**config.mk**
```make
export PLATFORM = sky130hd
export DESIGN_NAME = fproc_arbiter_flat
export DESIGN_NICKNAME = d
export VERILOG_FILES = /design/src/rtl/fproc_arb_pkg.sv /design/src/rtl/fproc_arbiter_if.sv /design/src/rtl/rr_pick.sv /design/src/rtl/fproc_arbiter.sv /design/src/flat_wrapper.sv
export SDC_FILE = /design/constraint.sdc
export NUM_CORES = 1
export LEC_CHECK = 0
export CAP_MARGIN = 15
export CORE_ASPECT_RATIO = 0.9
export CORE_MARGIN = 3
export CORE_UTILIZATION = 48
export CTS_BUF_LIST = sky130_fd_sc_hd__clkbuf_4
export DETAILED_ROUTE_END_ITERATION = 16
export GPL_TIMING_DRIVEN = 0
export PLACE_DENSITY = 0.92
export SLEW_MARGIN = 5
export SYNTH_ARGS = -nofsm -noshare
export SYNTH_HDL_FRONTEND = slang
export SYNTH_SLANG_ARGS = --single-unit
export TNS_END_PERCENT = 30
```
**constraint.sdc**
```tcl
create_clock -name clk -period 2.5 [get_ports clk]
set_clock_uncertainty 0.15 [all_clocks]
set_input_delay 0.25 -clock clk [delete_from_list [all_inputs] [get_ports clk]]
set_output_delay 0.25 -clock clk [all_outputs]
set_load 0.02 [all_outputs]
```
**src/rtl/fproc_arb_pkg.sv**
```systemverilog
// fproc arbiter shared definitions.
// State encoding, error codes and core/fproc widths.
package fproc_arb_pkg;

    localparam logic [1:0] ST_IDLE    = 2'd0;
    localparam logic [1:0] ST_ISSUE   = 2'd1;
    localparam logic [1:0] ST_WAIT    = 2'd2;
    localparam logic [1:0] ST_RESPOND = 2'd3;

    typedef enum logic [1:0] {
        S_IDLE    = ST_IDLE,
        S_ISSUE   = ST_ISSUE,
        S_WAIT    = ST_WAIT,
        S_RESPOND = ST_RESPOND
    } state_t;

    localparam logic ERR_NONE    = 1'b0;
    localparam logic ERR_TIMEOUT = 1'b1;

    localparam int FPROC_ID_WIDTH   = 8;
    localparam int FPROC_DATA_WIDTH = 32;

endpackage

```
**src/rtl/fproc_arbiter_if.sv**
```systemverilog
// Core-side and backend-side signals of the fproc arbiter.
// slave = arbiter view, master = cores/backend view.
interface fproc_arbiter_if
    import fproc_arb_pkg::*;
#(
    parameter int N_CORES    = 4,
    parameter int ID_WIDTH   = FPROC_ID_WIDTH,
    parameter int DATA_WIDTH = FPROC_DATA_WIDTH
);

    logic [N_CORES-1:0]          core_req;
    logic [N_CORES*ID_WIDTH-1:0] core_id;
    logic [N_CORES-1:0]          core_ready;
    logic [DATA_WIDTH-1:0]       core_data;
    logic                        core_err;
    logic                        fproc_req_stb;
    logic [ID_WIDTH-1:0]         fproc_req_id;
    logic                        fproc_resp_valid;
    logic [DATA_WIDTH-1:0]       fproc_resp_data;

    modport slave (
        input  core_req,
        input  core_id,
        input  fproc_resp_valid,
        input  fproc_resp_data,
        output core_ready,
        output core_data,
        output core_err,
        output fproc_req_stb,
        output fproc_req_id
    );

    modport master (
        output core_req,
        output core_id,
        output fproc_resp_valid,
        output fproc_resp_data,
        input  core_ready,
        input  core_data,
        input  core_err,
        input  fproc_req_stb,
        input  fproc_req_id
    );

endinterface

```
**src/rtl/rr_pick.sv**
```systemverilog
// Combinational round-robin selector.
// Searches from last_grant+1 upward, wrapping modulo N.
module rr_pick #(
    parameter int N  = 4,
    parameter int GW = $clog2(N)
) (
    input  logic [N-1:0]  req,
    input  logic [GW-1:0] last_grant,
    output logic [GW-1:0] grant,
    output logic          any_valid
);

    logic [GW:0] cand;

    // lowest offset from last_grant wins, so scan offsets high to low
    always_comb begin
        grant     = '0;
        any_valid = 1'b0;
        cand      = '0;
        for (int i = N; i >= 1; i--) begin
            cand = {1'b0, last_grant} + (GW+1)'(i);
            if (cand >= (GW+1)'(N)) begin
                cand = cand - (GW+1)'(N);
            end
            if (req[cand[GW-1:0]]) begin
                grant     = cand[GW-1:0];
                any_valid = 1'b1;
            end
        end
    end

endmodule

```
**src/rtl/fproc_arbiter.sv**
```systemverilog
// Shares one fproc backend among N_CORES cores.
// Latches request pulses, grants round-robin, one transaction at a time.
module fproc_arbiter
    import fproc_arb_pkg::*;
#(
    parameter int N_CORES        = 4,
    parameter int ID_WIDTH       = FPROC_ID_WIDTH,
    parameter int DATA_WIDTH     = FPROC_DATA_WIDTH,
    parameter int TIMEOUT_CYCLES = 1024
) (
    input logic           clk,
    input logic           reset,
    fproc_arbiter_if.slave bus
);

    localparam int GW = $clog2(N_CORES);
    localparam int TW = $clog2(TIMEOUT_CYCLES);
    localparam logic [TW-1:0] T_LAST = TW'(TIMEOUT_CYCLES - 1);
    localparam logic [GW-1:0] G_LAST = GW'(N_CORES - 1);

    state_t state_q;
    state_t state_d;

    logic [N_CORES-1:0]    pending_q;
    logic [N_CORES-1:0]    req_set;
    logic [N_CORES-1:0]    req_clr;
    logic [ID_WIDTH-1:0]   id_q [N_CORES];
    logic [GW-1:0]         grant_q;
    logic [GW-1:0]         last_q;
    logic [GW-1:0]         pick;
    logic                  any_req;
    logic [TW-1:0]         timer_q;
    logic [DATA_WIDTH-1:0] data_q;
    logic                  err_q;
    logic                  time_up;

    rr_pick #(
        .N  (N_CORES),
        .GW (GW)
    ) u_pick (
        .req        (pending_q),
        .last_grant (last_q),
        .grant      (pick),
        .any_valid  (any_req)
    );

    assign req_clr = (state_q == S_RESPOND) ? (N_CORES'(1) << grant_q) : '0;
    // the granted core may re-request in its own RESPOND cycle
    assign req_set = bus.core_req & (~pending_q | req_clr);
    assign time_up = (timer_q == T_LAST);

    // state register
    always_ff @(posedge clk or negedge reset) begin
        if (!reset) begin
            state_q <= S_IDLE;
        end else begin
            state_q <= state_d;
        end
    end

    // next-state decode; a response beats the timeout
    always_comb begin
        state_d = state_q;
        unique case (state_q)
            S_IDLE:    if (any_req) state_d = S_ISSUE;
            S_ISSUE:   state_d = S_WAIT;
            S_WAIT:    if (bus.fproc_resp_valid || time_up) state_d = S_RESPOND;
            S_RESPOND: state_d = S_IDLE;
            default:   state_d = S_IDLE;
        endcase
    end

    // request capture: first pulse sets pending and latches its id
    always_ff @(posedge clk or negedge reset) begin
        if (!reset) begin
            pending_q <= '0;
            for (int i = 0; i < N_CORES; i++) begin
                id_q[i] <= '0;
            end
        end else begin
            pending_q <= (pending_q & ~req_clr) | req_set;
            for (int i = 0; i < N_CORES; i++) begin
                if (req_set[i]) begin
                    id_q[i] <= bus.core_id[i*ID_WIDTH +: ID_WIDTH];
                end
            end
        end
    end

    // transaction datapath: grant, timeout timer, captured response
    always_ff @(posedge clk or negedge reset) begin
        if (!reset) begin
            grant_q <= '0;
            last_q  <= G_LAST;
            timer_q <= '0;
            data_q  <= '0;
            err_q   <= ERR_NONE;
        end else begin
            unique case (state_q)
                S_IDLE: begin
                    if (any_req) grant_q <= pick;
                end
                S_ISSUE: begin
                    timer_q <= '0;
                end
                S_WAIT: begin
                    if (bus.fproc_resp_valid) begin
                        data_q <= bus.fproc_resp_data;
                        err_q  <= ERR_NONE;
                    end else if (time_up) begin
                        data_q <= '0;
                        err_q  <= ERR_TIMEOUT;
                    end else begin
                        timer_q <= timer_q + TW'(1);
                    end
                end
                S_RESPOND: begin
                    last_q <= grant_q;
                end
                default: begin
                    last_q <= last_q;
                end
            endcase
        end
    end

    assign bus.fproc_req_stb = (state_q == S_ISSUE);
    assign bus.fproc_req_id  = id_q[grant_q];
    assign bus.core_ready    = req_clr;
    assign bus.core_data     = data_q;
    assign bus.core_err      = err_q;

endmodule

```
**src/flat_wrapper.sv**
```systemverilog
// flat-port wrapper written by rule: the top's interface ports become plain ports
module fproc_arbiter_flat import fproc_arb_pkg::*;
#(
    parameter int N_CORES        = 4,
    parameter int ID_WIDTH       = FPROC_ID_WIDTH,
    parameter int DATA_WIDTH     = FPROC_DATA_WIDTH,
    parameter int TIMEOUT_CYCLES = 1024
)
  (clk, reset, bus_core_req, bus_core_id, bus_fproc_resp_valid, bus_fproc_resp_data, bus_core_ready, bus_core_data, bus_core_err, bus_fproc_req_stb, bus_fproc_req_id);
  fproc_arbiter_if #(.N_CORES(N_CORES), .ID_WIDTH(ID_WIDTH), .DATA_WIDTH(DATA_WIDTH)) bus_i ();
  input logic clk;
  input logic reset;
  input wire logic [$bits(bus_i.core_req)-1:0] bus_core_req;
  input wire logic [$bits(bus_i.core_id)-1:0] bus_core_id;
  input wire logic [$bits(bus_i.fproc_resp_valid)-1:0] bus_fproc_resp_valid;
  input wire logic [$bits(bus_i.fproc_resp_data)-1:0] bus_fproc_resp_data;
  output wire logic [$bits(bus_i.core_ready)-1:0] bus_core_ready;
  output wire logic [$bits(bus_i.core_data)-1:0] bus_core_data;
  output wire logic [$bits(bus_i.core_err)-1:0] bus_core_err;
  output wire logic [$bits(bus_i.fproc_req_stb)-1:0] bus_fproc_req_stb;
  output wire logic [$bits(bus_i.fproc_req_id)-1:0] bus_fproc_req_id;
  assign bus_i.core_req = bus_core_req;
  assign bus_i.core_id = bus_core_id;
  assign bus_i.fproc_resp_valid = bus_fproc_resp_valid;
  assign bus_i.fproc_resp_data = bus_fproc_resp_data;
  assign bus_core_ready = bus_i.core_ready;
  assign bus_core_data = bus_i.core_data;
  assign bus_core_err = bus_i.core_err;
  assign bus_fproc_req_stb = bus_i.fproc_req_stb;
  assign bus_fproc_req_id = bus_i.fproc_req_id;
  fproc_arbiter #(.N_CORES(N_CORES), .ID_WIDTH(ID_WIDTH), .DATA_WIDTH(DATA_WIDTH), .TIMEOUT_CYCLES(TIMEOUT_CYCLES)) u_core (.clk(clk), .reset(reset), .bus(bus_i));
endmodule
```
Word-level counts from Yosys, hierarchy flattened. Index checks and enable logic that the tools add are counted. Widths: inputs -> output; s select.

$add $sub $neg: 9. $lt $le $gt $ge: 9. Eq/ne operators: 8. Shift operators: 1. Muxes and demuxes: 34. Bitwise operators: 7. Reduce and logical (&&, ||, !) cells: 8.

Operator list (number): $mux 32 (2); $mux 10 (2); $mux 2 (10); $pmux 10 s2 (1); $bmux 8 s2 (1); $mux 8 (2); $ge 3x3->1 const B (5); $lt 2x3->1 const B (4); $add 10x1->10 const B (1); $eq 10x10->1 const B (1); $mux 1 (10); $and 4x4->4 (2); $bmux 1 s2 (4); $not 4->4 (2); $or 4x4->4 (2); $pmux 2 s4 (1); $sub 2x1->2 const B (4); $add 2x2->3 const B (2); $reduce_and 2->1 (3); $eq 2x2->1 const B (2); $mux 4 (1); $ne 2x1->1 const B (2); $ne 2x2->1 const B (2); $reduce_bool 2->1 (2); other kinds (8) (8).

Register bits after elaboration: 85. Input bits: 71.

Depth between registers and ports, before layout. Gate-level depths: netlist of the first run.

Word-level depth: 11. Depth in mapped cells: 7.

Cells and area by module. From an unflattened synthesis of the first run, not the netlist that was laid out.

Cell total of the unflattened synthesis: 275. Area, all modules: 3726.1 um^2.

Modules (own cells, without submodules): fproc_arbiter (instances 1, cells each 261, area an instance 3634.7 um^2, sequential area each 2129.5 um^2); rr_pick (instances 1, cells each 14, area an instance 91.3 um^2, sequential area each 0.0 um^2).

Least setup slack after synthesis of the first run. No wires, ideal clock.

Kind: register -> register. Start: register u_core.state_q[0]. End: register u_core.id_q[24] in the netlist's numbering. Library setup time: 0.125 ns. Arrival: 1.786 ns. Data required time: 2.225 ns. Setup slack: 0.439 ns. Cell stages (with the launch flop): 6. Buffers on the path: 0. Clock period less this slack: 2.061 ns. Cells stage by stage: dfrtp_1 -> ha_1 -> nor3b_1 -> nand2b_1 -> nand2_2 -> mux2_2.

Word-level cells in the longest chain between the ends: 4.

Ends and longest elaborated chain: start, declared (RTL line fproc_arbiter.sv:21) `state_t state_q;`; start signal, assigned (RTL line fproc_arbiter.sv:57) `state_q <= state_d;`; $eq 2x2->1 (RTL line fproc_arbiter.sv:47) `assign req_clr = (state_q == S_RESPOND) ? (N_CORES'(1) << grant_q) : '0;`; $mux 4 (RTL line fproc_arbiter.sv:47); net bus_core_ready[0] (RTL line flat_wrapper.sv:17) `output wire logic [$bits(bus_i.core_ready)-1:0] bus_core_ready;`; $or 4x4->4 (RTL line fproc_arbiter.sv:49) `assign req_set = bus.core_req & (~pending_q | req_clr);`; $and 4x4->4 (RTL line fproc_arbiter.sv:49); end signal, assigned by index (RTL line fproc_arbiter.sv:84) `id_q[i] <= bus.core_id[i*ID_WIDTH +: ID_WIDTH];`; end, declared (RTL line fproc_arbiter.sv:27) `logic [ID_WIDTH-1:0] id_q [N_CORES];`.

The timed path passes the listed nets, and every way through them passes these cells. A chain may end at the register's enable or synchronous reset.

Worst setup path in the final report of the first run.
Start: register u_core.grant_q[0]. End: output bus_fproc_req_id[7].

Word-level cells in the longest chain between the ends: 4.

Ends and longest elaborated chain: start, declared (RTL line fproc_arbiter.sv:28) `logic [GW-1:0] grant_q;`; start signal, assigned (RTL line fproc_arbiter.sv:101) `if (any_req) grant_q <= pick;`; $not 2->3 (not written as such) (RTL line fproc_arbiter.sv:128) `assign bus.fproc_req_id = id_q[grant_q];`; $bmux 8 s2 (RTL line fproc_arbiter.sv:128); $mux 8 (not written as such) (2 in a row) (RTL line fproc_arbiter.sv:128); end, declared (RTL line flat_wrapper.sv:21) `output wire logic [$bits(bus_i.fproc_req_id)-1:0] bus_fproc_req_id;`.

Every way passes these cells. The select of a mux whose other input is x is not followed.

==> qor.json, run 1 <==
{
  "synth_seq_area_share_pct": 56.0,
  "crit_path_launch_type": "flop",
  "grt_usage_pct": 22.4,
  "tritoncts_sink_count": 85,
  "syn_to_final_growth_pct": 38.9,
  "async_flop_share_pct": 100,
  "max_slew.worst_pin.slew_ns": 0.618,
  "maxSlewHeadroom_pct": 58.3,
  "clk_latency_ns": 0.44,
  "critical_path_arrival_ns": 1.94,
  "finish.net_count": 487,
  "placement.io_buffers": 116,
  "worstPathMaxFanout": 10,
  "tritoncts": "built",
  "design.portCount": 117,
  "hold_violations": 0,
  "mostFrequentLayoutCell": "sky130_fd_sc_hd__clkdlybuf4s50_1",
  "synthFlopType": "sky130_fd_sc_hd__dfrtp_1",
  "hold-worst-slack_ns": 0.0484,
  "post-cts-setup-buffers": 0,
  "yosysWarningCount": 0,
  "r2r_setup_slk_ns": 0.35,
  "detailedRoute.firstPassIterationCount": 4,
  "setup_repair_after_global_routing_missed_its_margin": "no",
  "dr_total_vias": 2896,
  "antenna_cells_inserted": 0,
  "buffer_depth_of_the_longest_clock_path": 2,
  "detail-route-antenna-nets": 0,
  "yosys.cell_types.count": 49,
  "netlist_instances": 281,
  "layout.cells.non_filler": 511,
  "mappedNetlistArea_mm2": 0.00380,
  "critical_path_required_ns": 2.10,
  "global_route_wire_length_before_repair_um": 15900,
  "ctsHtreeMaxLevel": 3,
  "cap_violations": 0,
  "achievable-frequency_mhz": 427,
  "gr-total-overflow": 0,
  "largest_net_degree_at_the_start_of_global_routing": 71,
  "worstSetupPathType": "reg2out",
  "tritoncts.num_buffers": 9,
  "core_area_mm2": 0.00762,
  "grt_antenna_before_repair": 0,
  "min_period_ns": 2.34,
  "layout.cells.most_common_list": "sky130_fd_sc_hd__clkdlybuf4s50_1 (106), sky130_fd_sc_hd__dfrtp_1 (83), sky130_fd_sc_hd__mux2_2 (34)",
  "route.detailed.wl_per_inst_um": 19.0,
  "detail_route.drc_violations": 0,
  "drt-total-wl_um": 9700,
  "worst_vdd_drop_v": 0.000614,
  "synthesis.nets": 358,
  "synth_edf_count": 0,
  "via_count_of_the_first_global_routing_pass": 3065,
  "fp.dieArea_mm2": 0.00903,
  "dpl_worst_slack_ns": 0.161,
  "place_hpwl_um": 6970,
  "placementRows": 30,
  "vert_die_dim_um": 90.5,
  "report.final.setup_viol": 0,
  "endpoint_kind": "primary output",
  "ys_ff_latch": 85,
  "vias_per_cell": 5.67,
  "number_of_max_slew_violations_in_the_final_report": 0,
  "leakagePower_nw": 2.32,
  "clk_pin_slew_worst_paths_ns": 0.14,
  "start_util_pct": 49.9,
  "dieWidth_um": 99.9,
  "final_layout_size_suffix_gt1_share_pct": 20.2,
  "run_status": "completed",
  "clk_root_buffer_cell": "sky130_fd_sc_hd__clkbuf_4",
  "drt_first_iter_violations": 148,
  "core_utilization_of_the_finished_layout_pct": 69.3,
  "timing.final.crit_share_pct": 93.7,
  "min_delay_path_class": "in2async",
  "post_synth.cell_area_avg_um2": 13.5,
  "post-place-cells": 494,
  "place.gp.congestion": 0.915,
  "power_per_cell_area_mw_per_mm2": 1200,
  "timing.final.ws_setup_ns": 0.158
}
-- synthesized netlist by cell type, types with 3 or more instances --
master / number / area [µm²]
sky130_fd_sc_hd__a21oi_1: 11 / 55.1
sky130_fd_sc_hd__nand3_1: 7 / 35.0
sky130_fd_sc_hd__and3_1: 4 / 25.0
sky130_fd_sc_hd__ha_1: 6 / 75.1
sky130_fd_sc_hd__dfrtp_1: 83 / 2080
sky130_fd_sc_hd__o21ai_0: 6 / 30.0
sky130_fd_sc_hd__buf_2: 3 / 15.0
sky130_fd_sc_hd__nand2_1: 6 / 22.5
sky130_fd_sc_hd__a22o_1: 30 / 263
sky130_fd_sc_hd__nand2b_1: 11 / 68.8
sky130_fd_sc_hd__buf_6: 6 / 67.6
sky130_fd_sc_hd__mux4_2: 8 / 180
sky130_fd_sc_hd__o311ai_0: 3 / 26.3
sky130_fd_sc_hd__and2_1: 5 / 31.3
sky130_fd_sc_hd__mux2_2: 34 / 383
sky130_fd_sc_hd__o41ai_1: 3 / 26.3
sky130_fd_sc_hd__inv_1: 8 / 30.0
sky130_fd_sc_hd__or3_1: 3 / 18.8
sky130_fd_sc_hd__nor2_1: 7 / 26.3
-- layout make-up --
cell class / count / area (µm²)
clock inverter: 5 / 83.8
clock buffer: 11 / 82.6
sequential: 85 / 2130
timing repair buffer: 118 / 1180
inverter: 8 / 30.0
tap: 96 / 120
multi-input combinational: 174 / 1540
buffer: 14 / 114
fill: 530 / 2340
-- final timing paths --
path / from / endpoint / depth (start not counted)
min in group clk: bus_core_req[3] / u_core.pending_q[3] / 2
hold / removal: reset / u_core.id_q[26] / 2
max in group asynchronous: reset / u_core.last_q[0] / 3
setup / recovery: u_core.grant_q[0] / bus_fproc_req_id[7] / 3
setup reg to reg: u_core.state_q[0] / u_core.timer_q[7] / 6
hold reg to reg: u_core.bus.core_data[27] / u_core.bus.core_data[27] / 1
-- state kept, by name (all words and copies together) (netlist names) --
name                  flops
u_core.bus.core_data     32
u_core.id_q              32
u_core.timer_q           10
u_core.pending_q          4
u_core.grant_q            2
u_core.last_q             2
u_core.state_q            2
u_core.bus.core_err       1
-- through the flow --
stage | total power [W] | setup TNS, ns | area (µm²)
2_1_floorplan | 0.00419 | 0 | 3800
3_3_place_gp | 0.00537 | -158.27 | 5090
3_5_place_dp | 0.00552 | 0 | 5110
4_1_cts | 0.00637 | 0 | 5280
5_1_grt | 0.00669 | 0 | 5280
6_report | 0.00633 | 0 | 5280
-- power by group --
group	internal (W)	switching, W
Clock	0.000432	0.000483
Combinational	0.00161	0.00146
Sequential	0.00196	0.000382
Total	0.00400	0.00233
-- routing by layer --
metal  track usage [%]  vias to the layer above  routed length, µm  part of all wire (%)
met3              6.41                       13                576                   5.9
met4              4.10                        0                 95                  0.98
li1                  -                     1320                  -                     -
met1              28.4                     1465               3960                    41
met5                 0                        -                  0                     0
met2              38.6                       98               5070                    52
-- cell families after synthesis --
| logic type | Yosys count | synth area share, % |
|---|---|---|
| compound gates | 69 | 14.3 |
| fa+ha+maj | 6 | 1.97 |
| buf+inv | 22 | 3.65 |
| flops | 85 | 56.0 |
| mux | 44 | 15.4 |
| simple gates | 55 | 8.78 |
-- timing repair --
item	in CTS	in global routing
setup endpoints to repair	10	1
resized for setup	11	1
hold endpoints to repair	83	0
hold buffers	1	0
-- critical path, stage by stage, from the launching register on --
cell and delay (ns):
sky130_fd_sc_hd__dfrtp_1 0.42, sky130_fd_sc_hd__buf_6 0.20, sky130_fd_sc_hd__mux4_2 0.53, sky130_fd_sc_hd__dlygate4sd2_1 0.35
No activity file was read; power rests on OpenSTA's default activity.
==> run 2, diff against run 1 <==
--- a/config.mk
+++ b/config.mk
@@ -8,11 +8,11 @@
 export CAP_MARGIN = 15
 export CORE_ASPECT_RATIO = 0.9
 export CORE_MARGIN = 3
-export CORE_UTILIZATION = 48
+export CORE_UTILIZATION = 30
 export CTS_BUF_LIST = sky130_fd_sc_hd__clkbuf_4
 export DETAILED_ROUTE_END_ITERATION = 16
 export GPL_TIMING_DRIVEN = 0
-export PLACE_DENSITY = 0.92
+export PLACE_DENSITY = 0.65
 export SLEW_MARGIN = 5
 export SYNTH_ARGS = -nofsm -noshare
 export SYNTH_HDL_FRONTEND = slang
==> qor.json, run 2 (synthesis gave the netlist of run 1 again) <==
{
  "global_route_wire_length_before_repair_um": 16200,
  "timing.final.ws_setup_ns": 0.162,
  "dieWidth_um": 125,
  "setup_repair_after_global_routing_missed_its_margin": "no",
  "vert_die_dim_um": 113,
  "hold_violations": 0,
  "clk_root_buffer_cell": "sky130_fd_sc_hd__clkbuf_4",
  "grt_usage_pct": 14.2,
  "antenna_cells_inserted": 0,
  "tritoncts": "built",
  "start_util_pct": 31.1,
  "syn_to_final_growth_pct": 39.3,
  "post-cts-setup-buffers": 0,
  "grt_antenna_before_repair": 0,
  "power_per_cell_area_mw_per_mm2": 1140,
  "number_of_max_slew_violations_in_the_final_report": 0,
  "critical_path_arrival_ns": 1.94,
  "max_slew.worst_pin.slew_ns": 0.599,
  "placement.io_buffers": 116,
  "clk_latency_ns": 0.41,
  "place.gp.congestion": 0.819,
  "via_count_of_the_first_global_routing_pass": 3117,
  "tritoncts_sink_count": 85,
  "finish.net_count": 487,
  "tritoncts.num_buffers": 9,
  "dpl_worst_slack_ns": 0.195,
  "design.portCount": 117,
  "drt_first_iter_violations": 176,
  "timing.final.crit_share_pct": 93.5,
  "run_status": "completed",
  "filler_cell_count": 1130,
  "vias_per_cell": 4.87,
  "critical_path_required_ns": 2.10,
  "placementRows": 38,
  "min_period_ns": 2.34,
  "report.final.setup_viol": 0,
  "gr-total-overflow": 0,
  "worstSetupPathType": "reg2out",
  "place_hpwl_um": 7200,
  "buffer_depth_of_the_longest_clock_path": 2,
  "worst_vdd_drop_v": 0.000355,
  "layout.cells.most_common_list": "sky130_fd_sc_hd__clkdlybuf4s50_1 (105), sky130_fd_sc_hd__dfrtp_1 (83), sky130_fd_sc_hd__mux2_2 (34)",
  "cap_violations": 0,
  "detail-route-antenna-nets": 0,
  "clk_pin_slew_worst_paths_ns": 0.14,
  "min_delay_path_class": "in2async",
  "leakagePower_nw": 2.32,
  "largest_net_degree_at_the_start_of_global_routing": 68,
  "r2r_setup_slk_ns": 0.39,
  "dr_total_vias": 2800,
  "maxSlewHeadroom_pct": 59.5,
  "core_area_mm2": 0.0122,
  "achievable-frequency_mhz": 428,
  "endpoint_kind": "primary output",
  "crit_path_launch_type": "flop",
  "detail_route.drc_violations": 0,
  "drt-total-wl_um": 9660,
  "ctsHtreeMaxLevel": 3,
  "fp.dieArea_mm2": 0.0141,
  "fin_total_pwr_w": 0.00603,
  "mostFrequentLayoutCell": "sky130_fd_sc_hd__clkdlybuf4s50_1",
  "final_layout_size_suffix_gt1_share_pct": 19.0,
  "route.detailed.wl_per_inst_um": 16.8,
  "worstPathMaxFanout": 6,
  "detailedRoute.firstPassIterationCount": 4
}
run 2: cell types whose count changed in the layout (fill, tap and decap cells not counted), sizes merged:
cell / delta
dlymetal6s2s: +1
clkdlybuf4s50: -1
clkinvlp: -2
bufinv: -2
clkinv: +5
clkbuf: -1
run 2: per-stage QoR:
| stage | cell area (µm²) | utilization [%] | std cells | TNS (ns) | hold slack [ns] |
|---|---|---|---|---|---|
| after CTS | 5300 | 43.4 | 575 | 0 | 0.0642 |
| after detailed placement | 5190 | 42.5 | 558 | 0 | 0.00780 |
| final | 5300 | 43.4 | 575 | 0 | 0.0901 |
| after floorplan | 3800 | - | 281 | 0 | -0.196 |
| after global routing | 5300 | 43.4 | 575 | 0 | 0.0799 |
| after global placement | 5170 | 42.3 | 557 | -170.06 | 0.333 |
run 2: repair_timing:
action	4_1_cts	5_1_grt
gates cloned	0	0
gates resized for setup	11	1
pin swaps	0	0
hold buffers	1	0
endpoints found under the setup margin	10	1
hold endpoints to repair	83	0
run 2: layer usage:
layer  routed length (µm)  track usage (%)
met5                    0                0
met1                 4300             18.7
met4                  104             2.70
met2                 4680             23.6
met3                  581             4.15
run 2: cell type report:
cell class,instances,area (µm²),area share (%)
Buffer,14,114,2.15
Clock buffer,10,75.1,1.42
Clock inverter,6,28.8,0.543
Inverter,8,30.0,0.566
Multi-Input combinational cell,174,1540,29.0
Sequential cell,85,2130,40.2
Tap cell,160,200,3.78
Timing Repair Buffer,118,1190,22.4
run 2: final timing paths:
kind                                         start  cells past startpoint                       end
setup / recovery                 u_core.state_q[0]                      3         bus_core_ready[2]
hold / removal                               reset                      2  u_core.bus.core_data[19]
setup reg to reg                 u_core.state_q[0]                      6         u_core.timer_q[9]
hold reg to reg            u_core.bus.core_data[3]                      1   u_core.bus.core_data[3]
max in group asynchronous                    reset                      3          u_core.last_q[0]
min in group clk                   bus_core_req[2]                      2       u_core.pending_q[2]
run 2: worst max-delay path, cell delays in order (launching register included):
cell                              delay [ns]
sky130_fd_sc_hd__dfrtp_1                0.41
sky130_fd_sc_hd__ha_1                   0.27
sky130_fd_sc_hd__and3b_1                0.23
sky130_fd_sc_hd__clkdlybuf4s50_1        0.62
run 2: power breakdown:
part	internal (W)	switching [W]	total, W
Sequential	0.00196	0.000356	0.00232
Combinational	0.00161	0.00145	0.00305
Clock	0.000206	0.000450	0.000656
